**src/rtl/score_keeper_if.sv**
```systemverilog
// score_keeper_if: bundles the game-score stage's control inputs and score outputs.
//   start, hit, over      : game controls (driven by the master side)
//   game_state            : 00=IDLE, 01=PLAY, 10=OVER
//   grade, grade_bcd      : binary score and its 3-digit BCD form
//   bcd_valid             : one-cycle pulse when grade_bcd updates
//   hiscore               : best score; exists only with SCORE_KEEPER_HISCORE_EN
// Modports: master drives the controls and observes the score; slave is the score keeper.
interface score_keeper_if;
    logic        start;
    logic        hit;
    logic        over;
    logic [1:0]  game_state;
    logic [9:0]  grade;
    logic [11:0] grade_bcd;
    logic        bcd_valid;
`ifdef SCORE_KEEPER_HISCORE_EN
    logic [9:0]  hiscore;

    modport master (
        output start, hit, over,
        input  game_state, grade, grade_bcd, bcd_valid, hiscore
    );
    modport slave (
        input  start, hit, over,
        output game_state, grade, grade_bcd, bcd_valid, hiscore
    );
`else
    modport master (
        output start, hit, over,
        input  game_state, grade, grade_bcd, bcd_valid
    );
    modport slave (
        input  start, hit, over,
        output game_state, grade, grade_bcd, bcd_valid
    );
`endif
endinterface

```
**src/rtl/score_keeper.sv**
```systemverilog
// score_keeper: game-score stage feeding the 7-segment driver and display renderer.
// Runs an IDLE/PLAY/OVER game FSM, accumulates a saturating binary score on each rising
// edge of the collision flag, and converts the score to 3-digit BCD with a sequential
// double-dabble engine (10 shift cycles per conversion).
// Ports:
//   sys_clk : block clock; all inputs synchronous to it
//   sys_rst : synchronous active-high reset
//   bus     : score_keeper_if.slave (start/hit/over in; game_state/grade/grade_bcd/
//             bcd_valid[/hiscore] out)
// Optional feature: define SCORE_KEEPER_HISCORE_EN to add the hiscore register/output.
module score_keeper #(
    parameter int unsigned HIT_PTS   = 1,
    parameter int unsigned GRADE_MAX = 999
) (
    input  logic          sys_clk,
    input  logic          sys_rst,
    score_keeper_if.slave bus
);

    localparam logic [1:0] StIdle = 2'b00;
    localparam logic [1:0] StPlay = 2'b01;
    localparam logic [1:0] StOver = 2'b10;

    localparam logic CIdle  = 1'b0;
    localparam logic CShift = 1'b1;

    localparam logic [10:0] HitPts11   = 11'(HIT_PTS);
    localparam logic [10:0] GradeMax11 = 11'(GRADE_MAX);
    localparam logic [9:0]  GradeMax10 = 10'(GRADE_MAX);

    logic [1:0]  game_q, game_d;
    logic [9:0]  grade_q, grade_d;
    logic        hit_d_q;  // hit delayed by one cycle, for edge detection
    logic        hit_rise;
    logic [10:0] sum;
    logic [9:0]  sum_sat;
    logic        grade_changed;

    logic        conv_q, conv_d;
    logic [3:0]  cnt_q, cnt_d;
    logic [21:0] shreg_q, shreg_d;
    logic [21:0] dabbled;
    logic        pending_q, pending_d;
    logic [11:0] grade_bcd_q, grade_bcd_d;
    logic        bcd_valid_q, bcd_valid_d;

    // One double-dabble step: bias every BCD nibble >= 5 by 3, then shift left.
    function automatic logic [21:0] dabble_step(input logic [21:0] s);
        logic [21:0] t;
        t = s;
        for (int n = 0; n < 3; n++) begin
            if (t[10+4*n +: 4] >= 4'd5) begin
                t[10+4*n +: 4] = t[10+4*n +: 4] + 4'd3;
            end
        end
        return {t[20:0], 1'b0};
    endfunction

    assign hit_rise = bus.hit & ~hit_d_q;
    assign sum      = {1'b0, grade_q} + HitPts11;
    assign sum_sat  = (sum > GradeMax11) ? GradeMax10 : sum[9:0];

    // Game FSM and score accumulation
    always_comb begin
        game_d  = game_q;
        grade_d = grade_q;
        case (game_q)
            StIdle: begin
                if (bus.start) begin
                    game_d  = StPlay;
                    grade_d = 10'd0;
                end
            end
            StPlay: begin
                // A hit on the same edge as over is still counted; over beats start.
                if (hit_rise) begin
                    grade_d = sum_sat;
                end
                if (bus.over) begin
                    game_d = StOver;
                end
            end
            StOver: begin
                if (bus.start) begin
                    game_d  = StPlay;
                    grade_d = 10'd0;
                end
            end
            default: begin
                game_d = StIdle;
            end
        endcase
    end

    assign grade_changed = (grade_d != grade_q);
    assign dabbled       = dabble_step(shreg_q);

    // BCD converter: a change that lands mid-conversion stays pending and is picked up
    // right after the current conversion finishes, so grade_bcd converges on grade.
    always_comb begin
        conv_d      = conv_q;
        cnt_d       = cnt_q;
        shreg_d     = shreg_q;
        grade_bcd_d = grade_bcd_q;
        bcd_valid_d = 1'b0;
        pending_d   = pending_q | grade_changed;
        case (conv_q)
            CIdle: begin
                if (pending_q) begin
                    shreg_d   = {12'd0, grade_q};
                    cnt_d     = 4'd0;
                    conv_d    = CShift;
                    pending_d = grade_changed;
                end
            end
            default: begin
                shreg_d = dabbled;
                cnt_d   = 4'(cnt_q + 4'd1);
                if (cnt_q == 4'd9) begin
                    grade_bcd_d = dabbled[21:10];
                    bcd_valid_d = 1'b1;
                    conv_d      = CIdle;
                end
            end
        endcase
    end

    always_ff @(posedge sys_clk) begin
        if (sys_rst) begin
            game_q      <= StIdle;
            grade_q     <= 10'd0;
            hit_d_q     <= 1'b0;
            conv_q      <= CIdle;
            cnt_q       <= 4'd0;
            shreg_q     <= 22'd0;
            pending_q   <= 1'b0;
            grade_bcd_q <= 12'd0;
            bcd_valid_q <= 1'b0;
        end else begin
            game_q      <= game_d;
            grade_q     <= grade_d;
            hit_d_q     <= bus.hit;
            conv_q      <= conv_d;
            cnt_q       <= cnt_d;
            shreg_q     <= shreg_d;
            pending_q   <= pending_d;
            grade_bcd_q <= grade_bcd_d;
            bcd_valid_q <= bcd_valid_d;
        end
    end

    assign bus.game_state = game_q;
    assign bus.grade      = grade_q;
    assign bus.grade_bcd  = grade_bcd_q;
    assign bus.bcd_valid  = bcd_valid_q;

`ifdef SCORE_KEEPER_HISCORE_EN
    logic [9:0] hiscore_q, hiscore_d;

    // Captured on the PLAY->OVER edge, using the grade that includes a same-edge hit.
    always_comb begin
        hiscore_d = hiscore_q;
        if ((game_q == StPlay) && (game_d == StOver) && (grade_d > hiscore_q)) begin
            hiscore_d = grade_d;
        end
    end

    always_ff @(posedge sys_clk) begin
        if (sys_rst) begin
            hiscore_q <= 10'd0;
        end else begin
            hiscore_q <= hiscore_d;
        end
    end

    assign bus.hiscore = hiscore_q;
`endif

endmodule

```
**src/flat_wrapper.sv**
```systemverilog
// flat-port wrapper written by rule: the top's interface ports become plain ports
module score_keeper_flat 
#(
    parameter int unsigned HIT_PTS   = 1,
    parameter int unsigned GRADE_MAX = 999
)
  (sys_clk, sys_rst, bus_start, bus_hit, bus_over, bus_game_state, bus_grade, bus_grade_bcd, bus_bcd_valid);
  score_keeper_if bus_i ();
  input  logic sys_clk;
  input  logic sys_rst;
  input wire logic [$bits(bus_i.start)-1:0] bus_start;
  input wire logic [$bits(bus_i.hit)-1:0] bus_hit;
  input wire logic [$bits(bus_i.over)-1:0] bus_over;
  output wire logic [$bits(bus_i.game_state)-1:0] bus_game_state;
  output wire logic [$bits(bus_i.grade)-1:0] bus_grade;
  output wire logic [$bits(bus_i.grade_bcd)-1:0] bus_grade_bcd;
  output wire logic [$bits(bus_i.bcd_valid)-1:0] bus_bcd_valid;
  assign bus_i.start = bus_start;
  assign bus_i.hit = bus_hit;
  assign bus_i.over = bus_over;
  assign bus_game_state = bus_i.game_state;
  assign bus_grade = bus_i.grade;
  assign bus_grade_bcd = bus_i.grade_bcd;
  assign bus_bcd_valid = bus_i.bcd_valid;
  score_keeper #(.HIT_PTS(HIT_PTS), .GRADE_MAX(GRADE_MAX)) u_core (.sys_clk(sys_clk), .sys_rst(sys_rst), .bus(bus_i));
endmodule
```
**config.mk**
```make
export PLATFORM = sky130hd
export DESIGN_NAME = score_keeper_flat
export DESIGN_NICKNAME = d
export VERILOG_FILES = /design/src/rtl/score_keeper_if.sv /design/src/rtl/score_keeper.sv /design/src/flat_wrapper.sv
export SDC_FILE = /design/constraint.sdc
export NUM_CORES = 1
export LEC_CHECK = 0
export CELL_PAD_IN_SITES_DETAIL_PLACEMENT = 1
export CELL_PAD_IN_SITES_GLOBAL_PLACEMENT = 1
export CORE_UTILIZATION = 35
export CTS_CLUSTER_SIZE = 14
export DETAILED_ROUTE_END_ITERATION = 12
export MAX_ROUTING_LAYER = met4
export PLACE_DENSITY = 0.68
export REMOVE_ABC_BUFFERS = 1
export SYNTH_ARGS = -nofsm -noshare
export SYNTH_HDL_FRONTEND = slang
export SYNTH_SLANG_ARGS = --single-unit
```
**constraint.sdc**
```tcl
create_clock -name sys_clk -period 3.32 [get_ports sys_clk]
set_clock_uncertainty 0.15 [all_clocks]
set_input_delay 0.664 -clock sys_clk [delete_from_list [all_inputs] [get_ports sys_clk]]
set_output_delay 0.664 -clock sys_clk [all_outputs]
set_load 0.02 [all_outputs]
```
==> impl_results.md, run 1 <==
- I/O pin count: 30
- Main area contributors after synthesis: dfxtp_1, a21oi_1, nor2_1, mux2i_1, ha_1
- Die Height: ~90 microns
- N_diodes: 0
- Post-CTS Resized: 0
- Area grow syn2layout: 16.88%
- Pwr dens: between 300 and 400 mW/mm^2
- Final slew viol count: 0
- Crit path cell chain: inv_1, ha_1, or3_1, o211ai_1, a31oi_1, a211oi_4, buf_4, nor2_1, a211o_1, a21oi_1
- Crit Path Max Fanout: 10
- ANT nets after route: 0
- Largest net degree at the start of global routing: 49
- Avg WL per Cell: ~15 microns
- NetSw: ~0.31 mW
- Status: complete, no violations
- Most common library cells after synthesis: nor2_1, dfxtp_1, a21oi_1, nand2_1
- Worst setup EP type: flop
- Yosys top cell by area: dfxtp_1
- Seq cells post-synth: between 50 and 60
- # port buffers: 29
- Final hold slack: 0.3115 ns
- Ys async rst share: 0
- Antenna violations before repair: 0
- Crit share post-route: 0.8741
- TritonCTS buffer count: 5
- MaxCap Viol Count: 0
- Post-Route WL: 7122 microns
- Clock Power Share: 0.372
- Count leader, synth: nor2_1
- Synth unique cells: 51
- Mapped Area: 0.002846 sq mm
- Register area share after synthesis: 0.3798
- Yosys warns: 0
- Final min period: roughly 2.9 ns
- Arrival time of the worst setup path: about 3 ns
- Die ar.: between 0.008 and 0.009 sq mm
- Cts hold-fix bufs: 0
- Initial Utilization: 0.3646
- Most used DFF post-synth: dfxtp_1
- Post-route setup TNS: 0 ns
- Bufs on Longest Clock Path: 2
- Hold Path Class: flop to flop
- Grt total ovfl: 0
- # Post-CTS Setup Buffers: 0
- Measured slew at the worst slew-check pin: about 0.66 ns
- CP delay by family, top: compound AO/OA/AOI/OAI gates
- Internal: 0.9171 mW
- Hpwl dp: ~5000 microns
- Setup violators final: 0
- # DRC: 0
- Core box area: just under 0.008 sq mm
- Worst path max stage delay: around 0.54 ns
- Switching Share: 0.2542
- Post-Route Utilization: 0.4261
- GPL Wtd Cong: 0.8876
- Starting DRT DRC Count: 107
- Router iterations before antenna repair: 4
- First-pass GRT wire length: ~12000 microns
- Worst VDD drop: about 0.21 mV
- Kind of critical path: flop to flop
- Gr usage total: 0.1804
- FMAX: 0.3446 GHz
- Max transition margin: 0.5584
- RSZ-0062 raised after global routing: no
- Leak: about 1.1 nW
- H-tree depth: 2
- Clock latency at the later pin of the worst-skew pair: roughly 0.32 ns
- Post-synth top area share: 0.3798
- FILL cells: a little under 1000
- Avg Inst Size Synth: about 8 sq um
- Via Count: between 2000 and 3000
- CP bufs+invs: 2
- Sink Count: 54
- Final nets: approximately 390
- Gate Count Post-Synth: roughly 360
- Critical-path top delay cell: dfxtp_1
- Root Buffer: clkbuf_8
- CTS tree: built
- Reg power frac: 0.544
- Comb power frac: 0.084
- Row count: 32
- Worst-path clk slew: 0.11 ns
- Vias in the first global route: around 2600
- Critical path launch point type: flop
- Mean number of vias per cell: about 5.3
- Post-synth EDFFs: 0
- Final hold violations: 0
- Critical Path RT: between 3 and 4 ns
- Share of post-route cells with drive strength above 1: 0.06316
- Die X: around 92 microns
## cells by family (layout without fill, tap and decap cells)
| kind of cell | count (synthesis) | in the layout | synth area share |
|---|---|---|---|
| muxes | 15 | 15 | 0.05275 |
| buffers and inverters | 38 | 59 | 0.05582 |
| adders and majority gates | 10 | 10 | 0.04396 |
| xor gates and xnor gates | 4 | 4 | 0.01231 |
| and+or+nand+nor | 146 | 146 | 0.2519 |
| DFF | 54 | 54 | 0.3798 |
| AOI/OAI and AO/OA | 92 | 92 | 0.2035 |
## per-stage QoR
stage / cells / cell area, sq um / setup WS, ns / total power [mW]
finish: 482 / 3327 / 0.4180 / 1.230
global route: 482 / 3327 / 0.2048 / 1.285
CTS: 482 / 3327 / 0.4218 / 1.252
detailed placement: 474 / 3213 / 0.4724 / 0.7882
global placement: 474 / 3213 / 0.5354 / 0.7881
floorplan: 335 / 2740 / 0.5219 / 0.7398
## area by class of cell
cell class	count	area [sq um]	share of cell area
Multi-Input combinational cell	267	1607	0.4829
Inverter	14	52.55	0.01580
Clock inverter	3	45.04	0.01354
Clock buffer	5	68.82	0.02068
Timing Repair Buffer	37	345.3	0.1038
Tap cell	102	127.6	0.03836
Sequential cell	54	1081	0.3249
## path summary, 6_finish.rpt
kind | from | endpoint | slack (ns) | cells past startpoint
worst min register to register | u_core.bus.grade_bcd[5] | u_core.bus.grade_bcd[5] | 0.31 | 2
worst max-delay path | u_core.bus.grade[0] | u_core.pending_q | 0.42 | 10
worst min-delay path | u_core.bus.grade_bcd[5] | u_core.bus.grade_bcd[5] | 0.31 | 2
worst max register to register | u_core.bus.grade[0] | u_core.pending_q | 0.42 | 10
## tightest hold or removal path, delay by kind of cell (launching register included)
family / cells / cell delay, ns
AO/OA/AOI/OAI: 1 / 0.05
flip-flops: 1 / 0.32
AND/OR/NAND/NOR: 1 / 0.05
## power by group through the flow
stage                     registers, mW  logic (mW)  clock network, mW
final                             0.669       0.103              0.457
after global routing              0.672       0.114              0.500
after CTS                         0.670       0.104              0.478
after detailed placement          0.684       0.104                  0
after global placement            0.684       0.104                  0
after floorplan                   0.695      0.0449                  0
## placed cells by master (no fill, tap or decap), types with 3 or more instances in the layout
master	Yosys	routed
buf_4	4	8
clkbuf_8	0	5
a21o_1	3	3
a311oi_1	5	5
nor2b_1	6	6
a21oi_1	46	46
a32oi_1	3	3
dfxtp_1	54	54
nor3_1	16	16
inv_1	14	14
nand2b_1	10	10
xnor2_1	4	4
nand2_1	28	28
o21ai_0	10	10
ha_1	10	10
o21ai_1	6	6
nor3b_1	7	7
mux2i_1	15	15
nand3_1	6	6
clkdlybuf4s50_1	0	28
nor2_1	57	57
## state kept, by name (all words and copies together), names as in the netlist
| register | count |
|---|---|
| u_core.shreg_q | 22 |
| u_core.hit_d_q | 1 |
| u_core.bus.grade_bcd | 12 |
| u_core.bus.grade | 10 |
| u_core.bus.bcd_valid | 1 |
| u_core.bus.game_state | 2 |
| u_core.pending_q | 1 |
| u_core.cnt_q | 4 |
| u_core.conv_q | 1 |
## layer usage
layer | up-vias | part of all wire | track usage | wire length, microns
li1 | 1294 | - | - | -
met1 | 1214 | 0.46 | 0.2124 | 3311
met2 | 55 | 0.49 | 0.3122 | 3466
met3 | 10 | 0.035 | 0.02985 | 248
met4 | 0 | 0.013 | 0.05859 | 95
met5 | - | 0 | - | 0
No activity file was read; power rests on OpenSTA's default activity.
==> run 2, diff against run 1 <==
--- a/config.mk
+++ b/config.mk
@@ -5,13 +5,14 @@
 export SDC_FILE = /design/constraint.sdc
 export NUM_CORES = 1
 export LEC_CHECK = 0
+export ABC_AREA = 1
 export CELL_PAD_IN_SITES_DETAIL_PLACEMENT = 1
 export CELL_PAD_IN_SITES_GLOBAL_PLACEMENT = 1
 export CORE_UTILIZATION = 35
 export CTS_CLUSTER_SIZE = 14
 export DETAILED_ROUTE_END_ITERATION = 12
 export MAX_ROUTING_LAYER = met4
-export PLACE_DENSITY = 0.68
+export PLACE_DENSITY = 0.71
 export REMOVE_ABC_BUFFERS = 1
 export SYNTH_ARGS = -nofsm -noshare
 export SYNTH_HDL_FRONTEND = slang
==> run 2 against run 1 <==
Sequential share of layout area is 0.11 points lower. Clock power decreased by 21%. Die area is 0.74% higher. Cell count grew 16%. First-iteration DRC count decreased by 41%. Power is essentially flat. Core utilization grew 0.14 points. Register-to-register slack improved by 0.36 ns. Routed wire length increased by 9.2%. Count of clock-buffer cells in the layout up 1. Critical endpoint unchanged.
==> impl_results.md, run 2 <==
- Status: complete, no violations
- Die X: 92.52 microns
- Hold_sp: u_core.bus.grade_bcd[1]
- Yosys top cell by area: dfxtp_1
- Seq cells post-synth: between 50 and 60
- # Post-CTS Setup Buffers: 0
- Placed insts: roughly 550
- First-pass GRT wire length: about 13000 microns
- Bufs on Longest Clock Path: 2
- Critical-path top delay cell: dfxtp_1
- Post-synth EDFFs: 0
- Avg WL per Cell: 13.92 microns
- Gate Count Post-Synth: 432
- Largest net degree at the start of global routing: 25
- NetSw: 0.3654 mW
- Hold Path Class: flop to flop
- Final hold violations: 0
- Area grow syn2layout: 16.40%
- Crit path cell chain: inv_1, ha_1, nor2_1, nand2_1, nor2_1, nor2_1, nor2_1, nand3_2, nand2_1, nand2_1, nand3_1, nand2_1, nor2_1, nand2_1, nor2_1, a21oi_1
- Die ar.: roughly 0.0086 sq mm
- Ys async rst share: 0
- Most frequent CP cell: nor2_1
- Switching Share: 0.2972
- ANT nets after route: 0
- Clock latency at the later pin of the worst-skew pair: approximately 0.31 ns
- Worst VDD drop: about 0.15 mV
- Most frequent cells in the layout: nand2_1, dfxtp_1, inv_1
- Cts hold-fix bufs: 0
- Design Area, Final: 0.003338 sq mm
- Root Buffer: clkbuf_8
- Main area contributors after synthesis: dfxtp_1, nand2_1, a21oi_1, inv_1, nand3_1
- H-tree depth: 2
- Worst setup EP type: flop
- Post-synth top area share: 0.3770
- Sink Count: 54
- Register area share after synthesis: 0.3770
- FILL cells: between 1000 and 1500
- Post-CTS Resized: 0
- Critical path launch point type: flop
- Crit. Startpoint: u_core.bus.grade[0]
- RSZ-0062 raised after global routing: no
- Via Count: between 2000 and 3000
- Post-route setup TNS: 0 ns
- FMAX: 0.3938 GHz
- Arrival time of the worst setup path: 2.60 ns
- Leak: between 1 and 1.5 nW
- TritonCTS buffer count: 5
- I/O pin count: 30
- Measured slew at the worst slew-check pin: 0.8081 ns
- Worst-path clk slew: ~0.1 ns
- Antenna violations before repair: 0
- CP delay by family, top: simple AND/OR/NAND/NOR gates
- Grt total ovfl: 0
- Mean number of vias per cell: 5.005
- Area of the multi-input gates: 0.001511 sq mm
- Hpwl dp: a little under 6000 microns
- MaxCap Viol Count: 0
- Reg power frac: 0.558
- Initial Utilization: 0.3673
- Kind of critical path: flop to flop
- CP bufs+invs: 1
- Setup violators final: 0
- Comb power frac: 0.148
- CTS tree: built
- Share of post-route cells with drive strength above 1: 0.05252
- Pwr dens: roughly 370 mW/mm^2
- Final hold slack: roughly 0.32 ns
- Post-Route WL: approximately 7800 microns
- Synth unique cells: 31
- Most used DFF post-synth: dfxtp_1
- Commonest non-fill, non-tap cell in the layout: nand2_1
- Router iterations before antenna repair: 4
- # DRC: 0
- Most common library cells after synthesis: nand2_1, dfxtp_1, inv_1, a21oi_1, nor2_1
- Max transition margin: 0.4593
- Top reg by flops: u_core.shreg_q
- Fin cells: between 500 and 600
- FF/Latch Area: 0.001081 sq mm
- Placed cell area: between 0.003 and 0.004 sq mm
- Final nets: ~470
- Yosys warns: 0
- Critical Path RT: roughly 3.4 ns
- Clock Power Share: 0.295
- Final min period: approximately 2.5 ns
- Worst slack at placement: roughly 0.57 ns
- Fin worst setup slack: about 0.78 ns
- Critical R2R Launch: u_core.bus.grade[0]
- Final slew viol count: 0
- Row count: 32
- Vias in the first global route: 2868
- # port buffers: 29
- Internal: between 0.8 and 0.9 mW
- Largest register FFs: 22
- Post-Route Utilization: 0.4276
- Mapped Area: between 0.002 and 0.003 sq mm
- Count leader, synth: nand2_1
- Gr usage total: 0.1988
- Avg Inst Size Synth: 6.638 sq um
- Core box area: around 0.0078 sq mm
- Design Power: 1.229 mW
- Die Height: roughly 90 microns
- GPL Wtd Cong: ~0.87
- N_diodes: 0
- Crit share post-route: 0.7649
- Starting DRT DRC Count: 63
- Crit Path Max Fanout: 9
- Worst path max stage delay: between 0.5 and 0.6 ns
==> run 2: final timing paths <==
kind	end	slack (ns)	cells past startpoint
max reg2reg	u_core.pending_q	0.78	16
min reg2reg	u_core.bus.grade_bcd[1]	0.32	2
min	u_core.bus.grade_bcd[1]	0.32	2
max	u_core.pending_q	0.78	16
==> run 2: cells by family (layout without fill, tap and decap cells) <==
kind of cell	after synthesis	count (layout)	synth area share
buf+inv	72	97	0.09598
simple gates	213	213	0.3168
flops	54	54	0.3770
compound gates	76	76	0.1453
xor+xnor	7	7	0.02138
fa+ha+maj	10	10	0.04363
==> run 2: area by class of cell <==
cell class	instances	area share
Clock buffer	6	0.02174
Timing Repair Buffer	34	0.09820
Tap cell	102	0.03823
Sequential cell	54	0.3238
Clock inverter	1	0.002249
Inverter	56	0.06297
Multi-Input combinational cell	306	0.4528
==> run 2: routing by layer <==
layer	routed length, microns	GRT usage
met5	0	-
met4	148	0.07292
met3	164	0.02217
met2	4064	0.3667
met1	3401	0.2188
==> run 2: power by group through the flow <==
stage / sequential (mW) / combinational [mW] / clock (mW)
after global routing: 0.689 / 0.202 / 0.402
after CTS: 0.686 / 0.186 / 0.377
after global placement: 0.700 / 0.180 / 0
after detailed placement: 0.700 / 0.184 / 0
final: 0.686 / 0.182 / 0.362
after floorplan: 0.706 / 0.0982 / 0
==> run 2: tightest hold or removal path: cells and delay by family (launching register included) <==
| family | cells | cell delay, ns |
|---|---|---|
| simple gates | 2 | 0.12 |
| flops | 1 | 0.32 |
==> run 3, diff against run 2 <==
--- a/config.mk
+++ b/config.mk
@@ -12,7 +12,7 @@
 export CTS_CLUSTER_SIZE = 14
 export DETAILED_ROUTE_END_ITERATION = 12
 export MAX_ROUTING_LAYER = met4
-export PLACE_DENSITY = 0.71
+export PLACE_DENSITY = 0.73
 export REMOVE_ABC_BUFFERS = 1
 export SYNTH_ARGS = -nofsm -noshare
 export SYNTH_HDL_FRONTEND = slang
==> constraint.sdc (replaced) <==
create_clock -name sys_clk -period 2.1 [get_ports sys_clk]
set_clock_uncertainty 0.15 [all_clocks]
set_input_delay 0.42 -clock sys_clk [delete_from_list [all_inputs] [get_ports sys_clk]]
set_output_delay 0.42 -clock sys_clk [all_outputs]
set_load 0.02 [all_outputs]
==> run 3 against run 2 <==
The run now ends with negative setup slack left. Routed wire length is 12% higher. Sequential power is 56% higher. First-iteration DRC count is 21% lower. Cell count is 9.3% higher. Hold slack worse by 0.0013 ns. Count of clock-buffer cells in the layout stayed put. Flip-flop and latch count stayed put. Die area stayed put. Clock power is 99% higher.
==> impl_results.md, run 3 (same netlist as run 2, synthesis figures left out) <==
- Core box area: slightly below 0.008 sq mm
- Hold_sp: u_core.bus.grade_bcd[1]
- Failing checks: negative setup slack
- CP endpoint: u_core.pending_q
- Crit Path Max Fanout: 5
- Top reg by flops: u_core.shreg_q
- Arrival time of the worst setup path: between 2 and 2.5 ns
- Status: complete, but fails checks
- Die ar.: around 0.0086 sq mm
- Via Count: slightly above 3000
- Crit. Startpoint: u_core.bus.grade[1]
- Sink Count: 54
- Design Power: 2.160 mW
- Leak: around 1.7 nW
- Final hold violations: 0
- Post-route setup TNS: -0.1457 ns
- Critical Path RT: approximately 2.2 ns
- Most frequent cells in the layout: nand2_1, buf_4, inv_1
- Placed cell area: 0.003618 sq mm
- Worst VDD drop: approximately 0.28 mV
- ANT nets after route: 0
- Bufs on Longest Clock Path: 2
- RSZ-0062 raised after global routing: yes
- First-pass GRT wire length: ~15000 microns
- Max transition margin: 0.7220
- Worst R2R Setup Slack: -0.15 ns
- Starting DRT DRC Count: 50
- Grt total ovfl: 0
- Worst slack at placement: -0.2792 ns
- Vias in the first global route: 3138
- Area grow syn2layout: 34.69%
- Design Area, Final: 0.003862 sq mm
- Reg-to-reg endpoint: u_core.pending_q
- I/O pin count: 30
- Pwr dens: between 500 and 600 mW/mm^2
- Final hold slack: ~0.32 ns
- Critical R2R Launch: u_core.bus.grade[1]
- Mean number of vias per cell: about 4.9
- Root Buffer: clkbuf_8
- Die X: 92.52 microns
- # DRC: 0
- Clock latency at the later pin of the worst-skew pair: approximately 0.31 ns
- Share of post-route cells with drive strength above 1: 0.1788
- Critical path launch point type: flop
- Die Height: ~93 microns
- CTS tree: built
- Crit share post-route: 1.069
- Gr usage total: 0.2210
- Largest net degree at the start of global routing: 23
- Avg WL per Cell: ~14 microns
- Hold Path Class: flop to flop
- Router iterations before antenna repair: 4
- Largest register FFs: 22
- TritonCTS buffer count: 5
- MaxCap Viol Count: 0
- Worst-path clk slew: between 0.1 and 0.15 ns
- Hpwl dp: between 6000 and 7000 microns
- Kind of critical path: flop to flop
- Hold Path Stages: 2
- N_diodes: 0
- Placed insts: 600
- Reg2Reg Depth: 16
- # port buffers: 29
- Antenna violations before repair: 0
- Fin cells: just over 600
- Initial Utilization: 0.3673
- GPL Wtd Cong: about 0.9
- H-tree depth: 2
- FMAX: ~0.45 GHz
- Measured slew at the worst slew-check pin: 0.4127 ns
- Final slew viol count: 0
- Commonest non-fill, non-tap cell in the layout: nand2_1
- Post-Route Utilization: 0.4947
- Final nets: around 520
- Worst setup EP type: flop
- Post-Route WL: 8681 microns
- Final min period: between 2 and 2.5 ns
- Fin worst setup slack: -0.1457 ns
- Setup violators final: 1
- Row count: 32
==> run 3: final cells by class <==
type                            count  area, sq um
Fill cell                        1021         3945
Multi-Input combinational cell    306         1594
Sequential cell                    54         1090
Timing Repair Buffer               85        730.7
Inverter                           56        210.2
Tap cell                          102        127.6
Clock buffer                        6        72.57
Clock inverter                      2        37.54
==> run 3: critical path, cell delays in order (launching register included) <==
cell	delay, ns
dfxtp_4	0.39
buf_12	0.13
ha_4	0.23
nor2_1	0.09
nand2_1	0.06
nor2_1	0.10
nor2_1	0.07
nor2_1	0.18
nand3_4	0.13
nand2_1	0.10
nand2_2	0.06
nand3_2	0.06
nand2_2	0.06
nor2_2	0.11
nand2_1	0.06
nor2_1	0.10
a21oi_1	0.07
==> run 3: timing repair <==
| item | CTS | global route |
|---|---|---|
| setup endpoints to repair | 7 | 9 |
| buffers inserted | 1 | 2 |
| pin swaps | 2 | 17 |
| hold buffers | 0 | 0 |
| gates resized for setup | 6 | 19 |
| cloned | 0 | 0 |
==> run 3: worst min path at each step <==
stage                                    endpoint  slack, ns
final                     u_core.bus.grade_bcd[1]       0.32
after global routing           u_core.shreg_q[10]       0.34
after CTS                      u_core.shreg_q[10]       0.33
after detailed placement       u_core.shreg_q[10]       0.30
after global placement         u_core.shreg_q[10]       0.30
after floorplan                u_core.shreg_q[10]       0.28
==> run 3: power breakdown <==
part           total (mW)  switching, mW  internal (mW)
combinational       0.365          0.227          0.138
clock               0.720          0.364          0.357
sequential           1.07         0.0263           1.05
total                2.16          0.617           1.54
==> run 3: per-layer routing <==
metal | GRT usage | routed length (microns) | vias to the layer above
met4 | 0.04167 | 82 | 0
met2 | 0.4111 | 4573 | 36
met3 | 0.02791 | 162 | 10
met5 | - | 0 | -
li1 | - | - | 1523
met1 | 0.2536 | 3862 | 1447
